<file path="src/rtl/text_console_writer.sv">
// Terminal-style writer for the scanned-out text RAM: printable chars, CR/LF/BS/FF, wrap, scroll, clear.
// Optional TEXT_CONSOLE_TAB_EN builds the TAB state (0x09 pads with spaces to the next multiple of 8).
module text_console_writer #(
  parameter int          COLS      = 80,
  parameter int          ROWS      = 30,
  parameter logic [11:0] BASE_ADDR = 12'h081
) (
  input  logic        clk,
  input  logic        rst,
  input  logic [7:0]  din,
  input  logic [11:0] address,
  input  logic        io_w_en,
  input  logic        io_r_en,
  output logic [7:0]  dout,
  output logic        busy,
  output logic        ram_w_en,
  output logic [11:0] ram_w_addr,
  output logic [7:0]  ram_w_data,
  output logic [11:0] ram_r_addr,
  input  logic [7:0]  ram_r_data
);

  localparam logic [2:0]  S_IDLE   = 3'd0;
  localparam logic [2:0]  S_SCROLL = 3'd1;
  localparam logic [2:0]  S_FILL   = 3'd2;
  localparam logic [2:0]  S_CLEAR  = 3'd3;
`ifdef TEXT_CONSOLE_TAB_EN
  localparam logic [2:0]  S_TAB    = 3'd4;
`endif

  localparam logic [11:0] LP_COLS  = 12'(COLS);
  localparam logic [11:0] LP_TOTAL = 12'(COLS * ROWS);
  localparam logic [11:0] LP_LAST  = 12'(COLS * ROWS - 1);
  localparam logic [11:0] A_STATUS = BASE_ADDR + 12'd1;
  localparam logic [11:0] A_COL    = BASE_ADDR + 12'd2;
  localparam logic [11:0] A_ROW    = BASE_ADDR + 12'd3;

  logic [2:0]  r_state;
  logic [6:0]  r_col;
  logic [4:0]  r_row;
  logic [11:0] r_idx;
  logic        r_ram_w_en;
  logic [11:0] r_ram_w_addr;
  logic [7:0]  r_ram_w_data;
  logic        r_copy;
  logic [11:0] r_ram_r_addr;
  logic [7:0]  r_dout;

  logic [11:0] w_cur_addr;
  logic        w_wrap;
  logic        w_last_row;
  logic [6:0]  w_adv_col;
  logic [4:0]  w_adv_row;
  logic        w_printable;

  assign w_cur_addr  = {7'd0, r_row} * LP_COLS + {5'd0, r_col};
  assign w_wrap      = (r_col == 7'(COLS - 1));
  assign w_last_row  = (r_row == 5'(ROWS - 1));
  assign w_adv_col   = w_wrap ? 7'd0 : r_col + 7'd1;
  assign w_adv_row   = (w_wrap && !w_last_row) ? r_row + 5'd1 : r_row;
  assign w_printable = (din >= 8'h20) && (din <= 8'h7E);

  assign busy       = (r_state != S_IDLE);
  assign ram_w_en   = r_ram_w_en;
  assign ram_w_addr = r_ram_w_addr;
  // Copy writes forward the RAM read data in the cycle it arrives, keeping one cell per cycle.
  assign ram_w_data = r_copy ? ram_r_data : r_ram_w_data;
  assign ram_r_addr = r_ram_r_addr;
  assign dout       = r_dout;

  always_ff @(posedge clk or posedge rst) begin
    if (rst) begin
      r_state      <= S_IDLE;
      r_col        <= 7'd0;
      r_row        <= 5'd0;
      r_idx        <= 12'd0;
      r_ram_w_en   <= 1'b0;
      r_ram_w_addr <= 12'd0;
      r_ram_w_data <= 8'd0;
      r_copy       <= 1'b0;
      r_ram_r_addr <= 12'd0;
      r_dout       <= 8'd0;
    end else begin
      r_ram_w_en <= 1'b0;
      r_copy     <= 1'b0;

      if (io_r_en) begin
        if (address == A_STATUS)   r_dout <= {busy, 7'd0};
        else if (address == A_COL) r_dout <= {1'b0, r_col};
        else if (address == A_ROW) r_dout <= {3'b0, r_row};
      end

      case (r_state)
        S_IDLE: begin
          if (io_w_en) begin
            if (address == BASE_ADDR) begin
              if (w_printable) begin
                r_ram_w_en   <= 1'b1;
                r_ram_w_addr <= w_cur_addr;
                r_ram_w_data <= din;
                r_col        <= w_adv_col;
                r_row        <= w_adv_row;
                if (w_wrap && w_last_row) begin
                  r_state      <= S_SCROLL;
                  r_ram_r_addr <= LP_COLS;
                end
              end else if (din == 8'h0D) begin
                r_col <= 7'd0;
              end else if (din == 8'h0A) begin
                r_col <= 7'd0;
                if (w_last_row) begin
                  r_state      <= S_SCROLL;
                  r_ram_r_addr <= LP_COLS;
                end else begin
                  r_row <= r_row + 5'd1;
                end
              end else if (din == 8'h08) begin
                if (r_col != 7'd0) begin
                  r_col        <= r_col - 7'd1;
                  r_ram_w_en   <= 1'b1;
                  r_ram_w_addr <= w_cur_addr - 12'd1;
                  r_ram_w_data <= 8'h20;
                end
              end else if (din == 8'h0C) begin
                r_ram_w_en   <= 1'b1;
                r_ram_w_addr <= 12'd0;
                r_ram_w_data <= 8'h20;
                r_idx        <= 12'd1;
                r_state      <= S_CLEAR;
`ifdef TEXT_CONSOLE_TAB_EN
              end else if (din == 8'h09) begin
                r_ram_w_en   <= 1'b1;
                r_ram_w_addr <= w_cur_addr;
                r_ram_w_data <= 8'h20;
                r_col        <= w_adv_col;
                r_row        <= w_adv_row;
                if (w_wrap && w_last_row) begin
                  r_state      <= S_SCROLL;
                  r_ram_r_addr <= LP_COLS;
                end else if (w_adv_col[2:0] != 3'd0) begin
                  r_state <= S_TAB;
                end
`endif
              end
            end else if (address == A_COL) begin
              r_col <= (din >= 8'(COLS)) ? 7'(COLS - 1) : din[6:0];
            end else if (address == A_ROW) begin
              r_row <= (din >= 8'(ROWS)) ? 5'(ROWS - 1) : din[4:0];
            end
          end
        end
`ifdef TEXT_CONSOLE_TAB_EN
        S_TAB: begin
          r_ram_w_en   <= 1'b1;
          r_ram_w_addr <= w_cur_addr;
          r_ram_w_data <= 8'h20;
          r_col        <= w_adv_col;
          r_row        <= w_adv_row;
          if (w_wrap && w_last_row) begin
            r_state      <= S_SCROLL;
            r_ram_r_addr <= LP_COLS;
          end else if (w_adv_col[2:0] == 3'd0) begin
            r_state <= S_IDLE;
          end
        end
`endif
        // Read address leads the write address by one row; the destination is the previous source minus COLS.
        S_SCROLL: begin
          r_ram_w_en   <= 1'b1;
          r_copy       <= 1'b1;
          r_ram_w_addr <= r_ram_r_addr - LP_COLS;
          if (r_ram_r_addr == LP_LAST) begin
            r_state <= S_FILL;
            r_idx   <= LP_TOTAL - LP_COLS;
          end else begin
            r_ram_r_addr <= r_ram_r_addr + 12'd1;
          end
        end
        S_FILL: begin
          r_ram_w_en   <= 1'b1;
          r_ram_w_addr <= r_idx;
          r_ram_w_data <= 8'h20;
          if (r_idx == LP_LAST) r_state <= S_IDLE;
          else                  r_idx   <= r_idx + 12'd1;
        end
        S_CLEAR: begin
          if (r_idx == LP_TOTAL) begin
            r_state <= S_IDLE;
            r_col   <= 7'd0;
            r_row   <= 5'd0;
          end else begin
            r_ram_w_en   <= 1'b1;
            r_ram_w_addr <= r_idx;
            r_ram_w_data <= 8'h20;
            r_idx        <= r_idx + 12'd1;
          end
        end
        default: r_state <= S_IDLE;
      endcase
    end
  end

endmodule

</file>
<file path="config.mk">
export PLATFORM = sky130hd
export DESIGN_NAME = text_console_writer
export DESIGN_NICKNAME = d
export VERILOG_FILES = /design/src/rtl/text_console_writer.sv
export SDC_FILE = /design/constraint.sdc
export NUM_CORES = 1
export LEC_CHECK = 0
export ABC_AREA = 1
export ABC_CLOCK_PERIOD_IN_PS = 2400
export BUFFER_PORTS_ARGS = -buffer_cell sky130_fd_sc_hd__buf_2
export CORE_MARGIN = 8
export CORE_UTILIZATION = 50
export DETAILED_ROUTE_END_ITERATION = 10
export GPL_TIMING_DRIVEN = 0
export PLACE_DENSITY = 0.73
export SYNTH_ARGS = -nofsm -noshare
export SYNTH_HDL_FRONTEND = slang
export SYNTH_SLANG_ARGS = --single-unit
</file>
<file path="constraint.sdc">
create_clock -name clk -period 2.4 [get_ports clk]
set_input_delay 0.12 -clock clk [delete_from_list [all_inputs] [get_ports clk]]
set_output_delay 0.12 -clock clk [all_outputs]
set_load 0.05 [all_outputs]
</file>
### Yosys cells after proc, flatten, opt, wreduce, memory -nomap -nowiden

Index checks and enable logic that the tools add are counted.

| cells by class | value |
|---|---|
| reductions and logical operators | 21 |
| $add $sub $neg | 8 |
| multiply operators | 1 |
| multiplexer cells | 92 |
| $lt $le $gt $ge | 4 |
| eq/ne operators | 48 |

Operators by type and width:

| cell | count |
|---|---|
| $mux 12 | 27 |
| $mux 8 | 13 |
| $pmux 12 s4 | 2 |
| $mux 7 | 11 |
| $mux 5 | 11 |
| $eq 12x8->1 const B | 4 |
| $eq 12x12->1 const B | 3 |
| $mux 3 | 12 |
| $ne 4x4->1 const B | 9 |
| $eq 8x4->1 const B | 4 |
| $ne 2x2->1 const B | 13 |
| $add 12x1->12 const B | 2 |
| $ne 3x3->1 const B | 8 |
| $pmux 12 s2 | 1 |
| $pmux 8 s3 | 1 |
| $reduce_and 8->1 | 3 |
| $pmux 7 s2 | 1 |
| $add 12x7->12 | 1 |
| $ne 6x6->1 const B | 2 |
| $pmux 3 s4 | 1 |
| $sub 12x1->12 const B | 1 |
| $sub 12x7->12 const B | 1 |
| $reduce_and 11->1 | 1 |
| $mux 1 | 10 |
| 26 further kinds | 32 |

| storage, ports and cells | value |
|---|---|
| flip-flop bits (word level) | 69 |
| bits of input ports | 32 |

### Depth between registers and ports, before layout

| logic depth | value |
|---|---|
| depth after elaboration | 11 |
| mapped depth | 14 |
| depth with buffers taken out | 14 |

### Least setup slack after synthesis

OpenSTA, ideal clock, no wires.

| path | value |
|---|---|
| path type | register to register |
| from | reg r_row[1] |
| to | reg r_ram_w_addr[11] (netlist: ram_w_addr[11]) |
| library setup time | 0.077 ns |
| period minus slack after synthesis | 2.415 ns |
| path buffers | 0 |
| setup slack | -0.015 ns |
| cell stages (with the launch flop) | 13 |
| data required time | 2.323 ns |
| arrival time | 2.338 ns |
| path through | dfrtp_1 > ha_1 > ha_1 > fa_1 > nand2_1 > inv_1 > nand2_1 > nand2_1 > xor2_1 > nand3_1 > nand2_1 > nand3_1 > a21oi_1 |

| on the way | value |
|---|---|
| word-level cells in the longest chain between the ends | 11 |

Ends and longest elaborated chain:

| what | RTL line | RTL |
|---|---|---|
| start: declaration | 40 | `logic [4:0] r_row;` |
| start signal: assignment | 102 | `r_row <= w_adv_row;` |
| start signal: assignment | 115 | `r_row <= r_row + 5'd1;` |
| start signal: assignment | 148 | `r_row <= (din >= 8'(ROWS)) ? 5'(ROWS - 1) : din[4:0];` |
| $mul 5x3->8 * | 56 | `assign w_cur_addr = {7'd0, r_row} * LP_COLS + {5'd0, r_col};` |
| $add 12x7->12 * | 56 |  |
| $sub 12x1->12 | 121 | `r_ram_w_addr <= w_cur_addr - 12'd1;` |
| $mux 12 | 118 | `if (r_col != 7'd0) begin` |
| $mux 12 | 117 | `end else if (din == 8'h08) begin` |
| $mux 12 | 109 | `end else if (din == 8'h0A) begin` |
| $mux 12 | 107 | `end else if (din == 8'h0D) begin` |
| $mux 12 * | 97 | `if (w_printable) begin` |
| $mux 12 * | 96 | `if (address == BASE_ADDR) begin` |
| $mux 12 * | 95 | `if (io_w_en) begin` |
| $pmux 12 s4 * | 93 | `case (r_state)` |
| end signal: assignment | 99 | `r_ram_w_addr <= w_cur_addr;` |
| end signal: assignment | 121 |  |
| end signal: assignment | 171 | `r_ram_w_addr <= r_ram_r_addr - LP_COLS;` |
| end: declaration | 43 | `logic [11:0] r_ram_w_addr;` |

Mark *: on every way between the ends. The rest lies on a longest branch, timed or not. The select of a mux whose other input is x is not followed.
A chain may end at the register's enable or synchronous reset.

### Final worst setup path

| path | value |
|---|---|
| from | reg r_row[3] |
| to | reg r_ram_w_addr[10] (netlist: ram_w_addr[10]) |

Same word-level chain as after synthesis.

==> run_results.csv <==
group,metric,value,unit
power_and_ir_drop,clkPwrFrac,9.9,%
cells_and_area,fillers,1082,
setup_path,rr_worst_depth,12,
power_and_ir_drop,p_switching,5.02,mW
cells_and_area,num-nets-final,934,
cells_and_area,layout_commonest_cell,"nand2_1",
clocking,clock-root-buffer,"clkbuf_8",
timing,min_period,2380,ps
global_routing,grt_pass1_vias,5203,
cells_and_area,final_cell_mix,"nand2_1 (189), inv_1 (94), buf_2 (79)",
timing,fin_skew,7.50,ps
setup_path,cp.required,2680,ps
setup_path,criticalPathCategory,"flop to flop",
power_and_ir_drop,ir_worst_vdd,1.05,mV
clocking,cts.sink_count,68,
yosys,synth_top_family_by_area,"simple AND/OR/NAND/NOR gates",
clocking,tritoncts,"built",
route,via_count,5500,
yosys,yosys.area_share.adder,6.29,%
timing,finalSetupViolCount,0,
clocking,htree_num_levels,3,
route,viasPerCell,5.40,
power_and_ir_drop,swShare,55.7,%
route,firstDrtPassIters,6,
yosys,yosysSeqAreaShare,31.5,%
floorplanning,fp.dieH,120,um
cells_and_area,drive_above_1_share,19.5,%
timing,relSlewSlack,43.8,%
min_path,hold_class,"input pin to flop",
global_routing,overflow,0,
global_routing,antenna_found_initial,0,
power_and_ir_drop,leakage,3.18,nW
cells_and_area,register_area,1710,um^2
clocking,clkLatencyLatePin,350,ps
yosys,async_flop_share,100,%
clocking,cts_buffer_depth,2,
yosys,yosys.area_share.simple,33.9,%
floorplanning,rows,38,
yosys,synth.area.mux_share,1.25,%
route,drt_iter0_drc,585,
power_and_ir_drop,power,9.02,mW
yosys,synth_edf_count,0,
yosys,syn_area,5410,um^2
placed_design,place.gp.congestion,0.935,
cells_and_area,area_growth,16.2,%
clocking,clkTransAtPathRegs,70,ps
setup_path,crit_path_start_kind,"flop",
yosys,synth.distinct_cells,48,
route,ant_nets,0,
floorplanning,core,10700,um^2
clocking,cts_made_buffers,9,
yosys,synth-xor-area-share,4.05,%
route,drc,0,
setup_path,cp.arrival,2670,ps
floorplanning,die_w,120,um
setup_path,cp_max_fo,5,
global_routing,grt_max_degree,69,
power_and_ir_drop,seq_power_share,23.7,%
cells_and_area,diodes,0,
cells_and_area,multi_input_area,3280,um^2
yosys,ys_warn_count,0,
yosys,synth-compound-area-share,13.3,%
timing,finalCritPeriodShare,99.3,%
timing,grt_setup_unrepaired,"true",
yosys,avgSynthCellArea,6.88,um^2
timing,fin_hold_ws,54.0,ps
power_and_ir_drop,pwr-share-comb,66.5,%
status,status,"finished, final reports clean",
floorplanning,start_util,50.6,%
yosys,ys_ff_latch,68,
timing,max_freq,420,MHz
yosys,synth_flop_cell,"dfrtp_1",
floorplanning,ios,74,
placed_design,port-buffer-count,73,
timing,tightest_slew,843,ps
route,finalWirelength,15400,um
power_and_ir_drop,p_per_area,1430,nW/um^2
min_path,holdPathStages,3,
run,drv_cap,0,
global_routing,grtUsageTotal,21.5,%
setup_path,cp-end-kind,"flop",
timing,drv_slew,0,
timing,final_hold_viol_count,0,
yosys,syn_nets,844,
route,wl_per_cell,15.1,um
placed_design,hpwl,11600,um
yosys,synthCells,786,
power_and_ir_drop,p_int,3.99,mW
floorplanning,design.die.area,14400,um^2
global_routing,grt_first_pass_wirelength,25500,um
[worst max-delay path, stage by stage (launching register included)]
cell     delay (ps)
dfrtp_2         430
ha_4            250
ha_4            160
fa_1            550
nand2_2          80
nor2_1           90
nand2_1          70
nand2_2         110
xor2_4          220
nand2_1          70
nand2_1          60
nand3_1         100
a21oi_2         140
[metal layers]
| layer | vias up | GRT usage, % | wire length (um) |
|---|---|---|---|
| li1 | 2764 | - | - |
| met1 | 2548 | 29.4 | 7210 |
| met2 | 172 | 33.7 | 6950 |
| met3 | 16 | 3.90 | 1010 |
| met4 | 0 | 7.18 | 186 |
| met5 | - | 0 | 0 |
[final cells by class]
cell class,count,area share [%]
Clock buffer,11,2.09
Buffer,21,2.27
Sequential cell,68,27.2
Inverter,101,6.11
Multi-Input combinational cell,595,52.2
Clock inverter,3,0.637
Timing Repair Buffer,80,6.69
Tap cell,140,2.79
[registers in the layout (all words and copies together) (netlist names)]
name          count
dout              8
r_col             7
r_copy            1
r_idx            12
r_ram_w_data      8
r_row             5
r_state           2
ram_r_addr       12
ram_w_addr       12
ram_w_en          1
[path summary, 6_finish.rpt]
path	slack, ps	from	end
max	20	r_row[3]$_DFFE_PP0P_	ram_w_addr[10]$_DFFE_PP0P_
min	50	din[6]	r_ram_w_data[6]$_DFFE_PP0P_
max reg2reg	20	r_row[3]$_DFFE_PP0P_	ram_w_addr[10]$_DFFE_PP0P_
min reg2reg	480	ram_w_addr[5]$_DFFE_PP0P_	ram_w_addr[5]$_DFFE_PP0P_
max in group asynchronous	1330	rst	r_row[2]$_DFFE_PP0P_
min in group asynchronous	490	rst	r_ram_w_data[5]$_DFFE_PP0P_
[per-stage QoR]
step | setup slack, ps | utilization, % | instance area, um^2 | setup TNS (ps) | cells
3_3_place_gp | -355 | 55.7 | 5960 | -24100 | 999
3_5_place_dp | -262 | 55.7 | 5960 | -582 | 999
6_report | 16.3 | 58.8 | 6290 | 0 | 1019
5_1_grt | -136 | 58.8 | 6290 | -382 | 1019
4_1_cts | -71.4 | 58.4 | 6250 | -84.0 | 1020
2_1_floorplan | 14.8 | - | 5420 | 0 | 786
[kinds of logic (layout without fill, tap and decap cells)]
logic type | Yosys count | count (layout)
AOI/OAI and AO/OA | 128 | 128
xor gates and xnor gates | 25 | 25
adders and majority gates | 26 | 26
buffers and inverters | 123 | 216
DFF | 68 | 68
muxes | 6 | 6
and+or+nand+nor | 410 | 410
[cell usage after synthesis (2+ instances only)]
cell type / instances / area share, %
nand2_1: 193 / 13
inv_1: 96 / 6.7
nor2_1: 78 / 5.4
dfrtp_1: 68 / 31
nand3_1: 63 / 5.8
o21ai_0: 55 / 5.1
a21oi_1: 27 / 2.5
nor3_1: 26 / 2.4
ha_1: 24 / 5.6
xor2_1: 22 / 3.6
nand4_1: 19 / 2.2
o21ai_1: 13 / 1.2
o22ai_1: 9 / 1.0
nand2_2: 8 / 0.93
clkbuf_1: 7 / 0.49
nor2_2: 7 / 0.81
buf_2: 6 / 0.56
mux2_2: 6 / 1.2
o31ai_1: 6 / 0.83
o211ai_1: 5 / 0.69
buf_4: 4 / 0.56
inv_2: 4 / 0.28
buf_6: 3 / 0.62
nand3b_1: 3 / 0.42
nor2_4: 3 / 0.62
xnor2_1: 3 / 0.49
a21oi_2: 2 / 0.32
a22oi_1: 2 / 0.28
fa_1: 2 / 0.74
o21a_1: 2 / 0.28
o221ai_1: 2 / 0.32
or2_2: 2 / 0.23
[power by group through the flow]
stage | Combinational (mW) | Clock (mW) | Sequential, mW
6_report | 5.99 | 0.889 | 2.13
3_3_place_gp | 5.42 | 0 | 2.15
2_1_floorplan | 3.75 | 0 | 2.60
4_1_cts | 5.80 | 0.907 | 2.12
3_5_place_dp | 5.48 | 0 | 2.15
5_1_grt | 6.64 | 0.956 | 2.19
[what timing repair did]
item | 4_1_cts | 5_1_grt
endpoints found under the hold margin | 68 | 0
setup buffers | 6 | 0
endpoints found under the setup margin | 4 | 31
pin swaps | 12 | 8
hold buffers | 1 | 0
gates resized for setup | 15 | 14
Power figures use the tool's default switching activity.
